**src/rtl/lfsr_rand_gen_pkg.sv**
```systemverilog
// Shared types and helpers for the on-demand Galois LFSR random generator.
package lfsr_rand_gen_pkg;

  typedef enum logic [1:0] {
    ST_IDLE  = 2'd0,
    ST_SHIFT = 2'd1,
    ST_HOLD  = 2'd2
  } fsm_state_e;

  // Maximal-length Galois masks for common widths
  localparam logic [3:0]  TAPS_W4  = 4'hC;
  localparam logic [7:0]  TAPS_W8  = 8'hB8;
  localparam logic [15:0] TAPS_W16 = 16'hB400;
  localparam logic [31:0] TAPS_W32 = 32'hA300_0000;

  // Operates on zero-extended values so any WIDTH up to 32 can share it.
  function automatic logic [31:0] galois_step(input logic [31:0] s, input logic [31:0] taps);
    return (s >> 1) ^ (s[0] ? taps : 32'd0);
  endfunction

endpackage

```
**src/rtl/lfsr_rand_gen_galois.sv**
```systemverilog
// Galois LFSR register with seed load and all-zero recovery to SEED.
// lockup is registered: it is high the cycle after a zero seed was replaced.
module lfsr_galois_core
  import lfsr_rand_gen_pkg::*;
#(
  parameter int               WIDTH = 16,
  parameter logic [WIDTH-1:0] TAPS  = 16'hB400,
  parameter logic [WIDTH-1:0] SEED  = 16'h0001
) (
  input  logic             clk,
  input  logic             reset,
  input  logic             shift_en,
  input  logic             load,
  input  logic [WIDTH-1:0] load_val,
  output logic [WIDTH-1:0] state,
  output logic             lockup
);

  logic [WIDTH-1:0] state_d, state_q;
  logic             lockup_d, lockup_q;

  always_comb begin
    state_d  = state_q;
    lockup_d = 1'b0;
    if (load) begin
      if (load_val == '0) begin
        state_d  = SEED;
        lockup_d = 1'b1;
      end else begin
        state_d = load_val;
      end
    end else if (shift_en) begin
      state_d = WIDTH'(galois_step(32'(state_q), 32'(TAPS)));
    end
  end

  always_ff @(posedge clk or posedge reset) begin
    if (reset) begin
      state_q  <= SEED;
      lockup_q <= 1'b0;
    end else begin
      state_q  <= state_d;
      lockup_q <= lockup_d;
    end
  end

  assign state  = state_q;
  assign lockup = lockup_q;

endmodule

```
**src/rtl/lfsr_rand_gen.sv**
```systemverilog
// On-demand random draws: each accepted req advances the LFSR SHIFTS times,
// then presents state[OUT_W-1:0] under a num_valid/num_ack handshake.
module lfsr_rand_gen
  import lfsr_rand_gen_pkg::*;
#(
  parameter int               WIDTH  = 16,
  parameter logic [WIDTH-1:0] TAPS   = 16'hB400,
  parameter logic [WIDTH-1:0] SEED   = 16'h0001,
  parameter int               OUT_W  = 8,
  parameter int               SHIFTS = 8
) (
  input  logic             clk,
  input  logic             reset,
  input  logic             seed_load,
  input  logic [WIDTH-1:0] seed_in,
  input  logic             req,
  output logic             ready,
  output logic             num_valid,
  output logic [OUT_W-1:0] num,
  input  logic             num_ack,
  output logic             lockup,
  output logic [WIDTH-1:0] lfsr_state
);

  localparam int CW = $clog2(SHIFTS + 1);

  if (WIDTH < 4 || WIDTH > 32) begin : g_bad_width
    $error("lfsr_rand_gen: WIDTH must be 4..32");
  end
  if (SEED == '0) begin : g_bad_seed
    $error("lfsr_rand_gen: SEED must be non-zero");
  end
  if (OUT_W < 1 || OUT_W > WIDTH) begin : g_bad_out_w
    $error("lfsr_rand_gen: OUT_W must be 1..WIDTH");
  end
  if (SHIFTS < 1) begin : g_bad_shifts
    $error("lfsr_rand_gen: SHIFTS must be at least 1");
  end

  fsm_state_e       fsm_d, fsm_q;
  logic [CW-1:0]    cnt_d, cnt_q;
  logic [OUT_W-1:0] num_d, num_q;
  logic             num_valid_d, num_valid_q;
  logic             ready_d, ready_q;
  logic             shift_en;

  lfsr_galois_core #(
    .WIDTH (WIDTH),
    .TAPS  (TAPS),
    .SEED  (SEED)
  ) u_core (
    .clk      (clk),
    .reset    (reset),
    .shift_en (shift_en),
    .load     (seed_load),
    .load_val (seed_in),
    .state    (lfsr_state),
    .lockup   (lockup)
  );

  always_comb begin
    fsm_d       = fsm_q;
    cnt_d       = cnt_q;
    num_d       = num_q;
    num_valid_d = num_valid_q;
    shift_en    = 1'b0;
    if (seed_load) begin
      // Reseed aborts any draw in flight; num keeps the last delivered value.
      fsm_d       = ST_IDLE;
      cnt_d       = '0;
      num_valid_d = 1'b0;
    end else begin
      case (fsm_q)
        ST_IDLE: begin
          if (req) begin
            cnt_d = CW'(SHIFTS);
            fsm_d = ST_SHIFT;
          end
        end
        ST_SHIFT: begin
          shift_en = 1'b1;
          cnt_d    = cnt_q - CW'(1);
          if (cnt_q == CW'(1)) begin
            // Capture the value the final shift produces, in the same edge.
            num_d       = OUT_W'(galois_step(32'(lfsr_state), 32'(TAPS)));
            num_valid_d = 1'b1;
            fsm_d       = ST_HOLD;
          end
        end
        ST_HOLD: begin
          if (num_ack) begin
            num_valid_d = 1'b0;
            fsm_d       = ST_IDLE;
          end
        end
        default: fsm_d = ST_IDLE;
      endcase
    end
    ready_d = (fsm_d == ST_IDLE);
  end

  always_ff @(posedge clk or posedge reset) begin
    if (reset) begin
      fsm_q       <= ST_IDLE;
      cnt_q       <= '0;
      num_q       <= '0;
      num_valid_q <= 1'b0;
      ready_q     <= 1'b1;
    end else begin
      fsm_q       <= fsm_d;
      cnt_q       <= cnt_d;
      num_q       <= num_d;
      num_valid_q <= num_valid_d;
      ready_q     <= ready_d;
    end
  end

  assign ready     = ready_q;
  assign num_valid = num_valid_q;
  assign num       = num_q;

endmodule

```
**config.mk**
```make
export PLATFORM = sky130hd
export DESIGN_NAME = lfsr_rand_gen
export DESIGN_NICKNAME = d
export VERILOG_FILES = /design/src/rtl/lfsr_rand_gen_pkg.sv /design/src/rtl/lfsr_rand_gen_galois.sv /design/src/rtl/lfsr_rand_gen.sv
export SDC_FILE = /design/constraint.sdc
export NUM_CORES = 1
export LEC_CHECK = 0
export CAP_MARGIN = 20
export CORE_MARGIN = 2
export CORE_UTILIZATION = 40
export CTS_CLUSTER_DIAMETER = 60
export DETAILED_ROUTE_END_ITERATION = 8
export GPL_ROUTABILITY_DRIVEN = 0
export MAX_ROUTING_LAYER = met4
export PLACE_DENSITY = 0.69
export SETUP_SLACK_MARGIN = 0.5
export SLEW_MARGIN = 25
export SYNTH_ARGS = -nofsm -noshare
export SYNTH_HDL_FRONTEND = slang
export SYNTH_HIERARCHICAL = 1
export SYNTH_SLANG_ARGS = --single-unit
```
**constraint.sdc**
```tcl
create_clock -name clk -period 2.8 [get_ports clk]
set_input_delay 0.42 -clock clk [delete_from_list [all_inputs] [get_ports clk]]
set_output_delay 0.42 -clock clk [all_outputs]
set_load 0.005 [all_outputs]
```
# Yosys cells after proc, flatten, opt, wreduce, memory -nomap -nowiden
# Index checks and enable logic that the tools add are counted.
word_totals:
  regBits: 33
  input_bits: 21
  elab_cells: 45
op_classes:
  n_addsub: 1
  eq_ne: 6
  mux: 20
  bitwise: 2
  n_reduce_logical: 9
ops:
  columns: ["op", "n"]
  rows:
  - ["16-bit two-way mux", 4]
  - ["16-bit logical NOT", 1]
  - ["15-bit by 16-bit bitwise XOR with 16-bit output", 1]
  - ["3-bit != test, second input constant", 3]
  - ["2-bit two-way mux", 4]
  - ["4-bit two-way mux", 2]
  - ["4-bit case mux with 2 select lines", 1]
  - ["1-bit two-way mux", 7]
  - ["2-bit case mux with 3 select lines", 1]
  - ["3-bit AND reduction", 2]
  - ["3-bit nonzero test", 2]
  - ["4-bit by 1-bit equality test with 1-bit output, second input constant", 1]
  - ["2-bit logical NOT", 2]
  - ["4-bit by 1-bit subtractor with 4-bit output, second input constant", 1]
  - ["2-bit by 1-bit equality test with 1-bit output, second input constant", 1]
  - ["2-bit equality test, second input constant", 1]
  - ["1-bit case mux with 2 select lines", 1]
  - ["2-bit AND reduction", 1]
  - ["2-bit nonzero test", 1]
  - ["1-bit inverter", 1]

# Logic depth before layout (Yosys ltp)
depth:
  depth_word: 5
  ltp_mapped: 6
  mapped_depth_nobuf: 5

# Modules after synthesis
# Netlist, hierarchy kept.
by_module_without_submodules:
  columns: ["mod", "n_inst", "cells_per_inst", "area_per_inst_um2"]
  rows:
  - ["lfsr_galois_core", 1, 82, 848.3]
  - ["lfsr_rand_gen", 1, 61, 780.7]

# Least setup slack after synthesis
# OpenSTA, ideal clock, no wires.
synth_path:
  kind: "input to register"
  start: "input seed_load"
  end: "register u_core.state_q[0], in the netlist u_core/state[0]"
  arrival_ns: 1.469
  setup_slack_ns: 1.246
  stages: 6
  n_path_buf: 2
  cell_sequence: "buf_6 > nor3b_4 > buf_6 > mux2_2 > mux2i_1 > o31ai_1"
synth_between:
  elab_chain_len: 2
  elab_cells_between_ends: 3
  classes_between: "mux (2); reduce/logical (1)"
synth_rtl:
  columns: ["element", "line", "text"]
  rows:
  - ["from (decl)", "lfsr_rand_gen.sv:14", "input logic seed_load,"]
  - ["1-bit two-way mux", "lfsr_rand_gen.sv:67", "if (seed_load) begin"]
  - ["via shift_en", "lfsr_rand_gen.sv:45", "logic shift_en;"]
  - ["2-bit nonzero test (no line)", null, null]
  - ["to (signal assigned)", "lfsr_rand_gen_galois.sv:42", "state_q <= state_d;"]
  - ["to (decl)", "lfsr_rand_gen_galois.sv:19", "logic [WIDTH-1:0] state_d, state_q;"]
# The timed path passes the listed nets, and every way through them passes these cells.
# A chain may end at the register's enable or synchronous reset.

# Worst setup path after layout
layout_path:
  start: "input seed_load"
  end: "register u_core.state_q[3], in the netlist u_core/state[3]"
# The elaborated chain is that of the path after synthesis.

==> results.sh <==
export IMPL_nets=215
export IMPL_drtIter0Drc=50
export IMPL_drc=0
export IMPL_worst_ir_drop_vdd_mv=0.280
export IMPL_num_antenna_cells=0
export IMPL_dp_cells=235
export IMPL_fin_crit_sh_pct=68.6
export IMPL_core_um2=3970
export IMPL_yosys_area_top_type_share_pct=47.6
export IMPL_rsz0062_at_grt="no"
export IMPL_crit_path_max_fanout=10
export IMPL_fin_cells=243
export IMPL_p_total_mw=1.32
export IMPL_powerDensity_nw_per_um2=592
export IMPL_grt_overflow=0
export IMPL_grt_pass1_vias=1225
export IMPL_cp_data_required_time_ns=2.97
export IMPL_start_util_pct=41.0
export IMPL_wl_mm=3.53
export IMPL_place_ws_ns=0.546
export IMPL_wl_per_cell_um=14.5
export IMPL_drive_above_1_share_pct=13.5
export IMPL_hold_slack_ns=0.520
export IMPL_syn2layout_area_growth_pct=36.8
export IMPL_relSlewSlack_pct=57.4
export IMPL_grt_util_all_layers_pct=18.2
export IMPL_setup_viol=0
export IMPL_placed_area_um2=2130
export IMPL_hp_class="reg2reg"
export IMPL_cp_data_arrival_time_ns=2.09
export IMPL_layout_commonest_cell="clkdlybuf4s50_1"
export IMPL_cts_root_buffer="clkbuf_8"
export IMPL_mostFrequentLayoutCells="clkdlybuf4s50_1, dfrtp_1, nand2_1"
export IMPL_cts_made_buffers=5
export IMPL_yosys_warnings=6
export IMPL_path_clk_slew_ns=0.07
export IMPL_cpPeakStageDelay_ns=0.56
export IMPL_cts_sinks=33
export IMPL_fin_area_um2=2230
export IMPL_yosysTopAreaCell="dfrtp_1"
export IMPL_die_w_um=67.8
export IMPL_status="complete, no violations"
export IMPL_cts_repair_resized=0
export IMPL_syn_area_um2=1630
export IMPL_dieArea_um2=4600
export IMPL_die_h_um=67.8
export IMPL_viasPerCell=4.97
export IMPL_cts_tree="done"
export IMPL_port_buffers=47
export IMPL_dr_total_vias=1207
export IMPL_ys_ff_latch=33
export IMPL_syn_num_nets=166
export IMPL_htreeDepth=2
export IMPL_io_pins=48
export IMPL_syn_area_per_cell_um2=11.4
export IMPL_antenna_found_initial=0
export IMPL_synth_area_top_cells="dfrtp_1, mux2i_1, mux2_4, o21ai_0, nand2_1"
export IMPL_clk_latency_ns=0.28
export IMPL_post_cts_setup_buffers=0
export IMPL_utilization_pct=56.1
export IMPL_first_pass_iters=4
export IMPL_setup_ws_ns=0.879
export IMPL_clock_skew_ns=0.00825
export IMPL_crit_path_end_kind="flop"
export IMPL_dp_hpwl_mm=2.60
export IMPL_holdBufCountCts=0
export IMPL_worst_pin_slew_ns=0.639
export IMPL_final_hold_viol_count=0
export IMPL_power_leakage_nw=0.965
export IMPL_path_cells="clkdlybuf4s50_1 -> nor3b_4 -> buf_4 -> nor2b_1 -> a211oi_1 -> nor2_1"
export IMPL_ys_seq_area_share_pct=50.8
export IMPL_maxCapViolations=0
export IMPL_yosysUniqueCellTypes=32
export IMPL_syn_inst=143
export IMPL_cts_buffer_depth=2
export IMPL_critPathLaunchType="input pin"
export IMPL_ant_nets=0
export IMPL_crit_slowest_cell="nor3b_4"
export IMPL_grt_max_degree=40
export IMPL_slew_violations=0
export IMPL_timing_fmax_mhz=521
export IMPL_setup_tns_ns=0
export IMPL_layout_min_cycle_time_ns=1.92
export IMPL_rows=23
export IMPL_critPathKind="in2reg"
export IMPL_grt_pass1_wl_mm=5.92
-- state kept, by name (all words and copies together), names as in the netlist --
signal / count
ready: 1
fsm_q: 2
cnt_q: 4
u_core/lockup: 1
num: 8
u_core/state: 16
num_valid: 1
-- final timing paths --
| path | start | endpoint | slack [ns] | cells after the start |
|---|---|---|---|---|
| hold / removal | num[1] | num[1] | 0.52 | 1 |
| hold reg to reg | num[1] | num[1] | 0.52 | 1 |
| max in group asynchronous | reset | u_core/state[4] | 1.84 | 2 |
| setup / recovery | seed_load | u_core/state[3] | 0.88 | 6 |
| setup reg to reg | fsm_q[0] | u_core/state[3] | 0.90 | 5 |
| min in group asynchronous | reset | num[1] | 0.53 | 2 |
-- synth_stat cells --
| library cell | n |
|---|---|
| dfrtp_1 | 31 |
| nand2_1 | 17 |
| mux2i_1 | 16 |
| o21ai_0 | 15 |
| mux2_4 | 8 |
| inv_1 | 6 |
| a21oi_1 | 5 |
| nor2_1 | 4 |
| buf_6 | 3 |
| clkbuf_1 | 3 |
| nor2b_1 | 3 |
| nor3b_1 | 3 |
| nor4_1 | 3 |
| xor2_1 | 3 |
| dfstp_2 | 2 |
| ha_1 | 2 |
| nor3_1 | 2 |
| nor3b_4 | 2 |
| o31ai_1 | 2 |
| a2111oi_0 | 1 |
| a211oi_1 | 1 |
| a21o_1 | 1 |
| a221oi_1 | 1 |
| buf_2 | 1 |
| inv_2 | 1 |
| mux2_2 | 1 |
| nand2_4 | 1 |
| nand2b_1 | 1 |
| nand3_1 | 1 |
| o21bai_1 | 1 |
| or3_1 | 1 |
| or3_4 | 1 |
-- layout make-up --
type / count / area [um2]
clock buffers: 7 / 96.3
clock inverters: 1 / 5.00
fillers: 343 / 1740
inverters: 7 / 26.3
multi-input cells: 96 / 724
flip-flops and latches: 33 / 828
well taps: 50 / 62.6
repair buffers: 49 / 485
-- critical path, delay by kind of cell --
family / cells / cell delay (ns)
AOI/OAI and AO/OA: 1 / 0.21
and+or+nand+nor: 3 / 0.68
buffers and inverters: 2 / 0.77
-- where the power goes --
group | switching, mW | internal, mW
clock network | 0.169 | 0.222
registers | 0.0625 | 0.546
logic | 0.105 | 0.215
-- layer usage --
metal	up-vias	routed length (um)	track usage [%]
met1	563	1580	24.0
met5	-	0	-
li1	591	-	-
met2	46	1680	26.1
met4	0	78	9.00
met3	7	194	4.61
-- logic make-up (layout without fill, tap and decap cells) --
family / after synthesis / count (layout) / share of synthesized area (%)
AND/OR/NAND/NOR: 39 / 39 / 13.9
flip-flops: 33 / 33 / 50.8
AO/OA/AOI/OAI: 27 / 27 / 9.52
multiplexers: 25 / 25 / 17.9
buffers and inverters: 14 / 64 / 4.68
XOR/XNOR: 3 / 3 / 1.61
adder cells (fa/ha/maj): 2 / 2 / 1.54
Note: power is estimated with default switching activity, not from simulation.
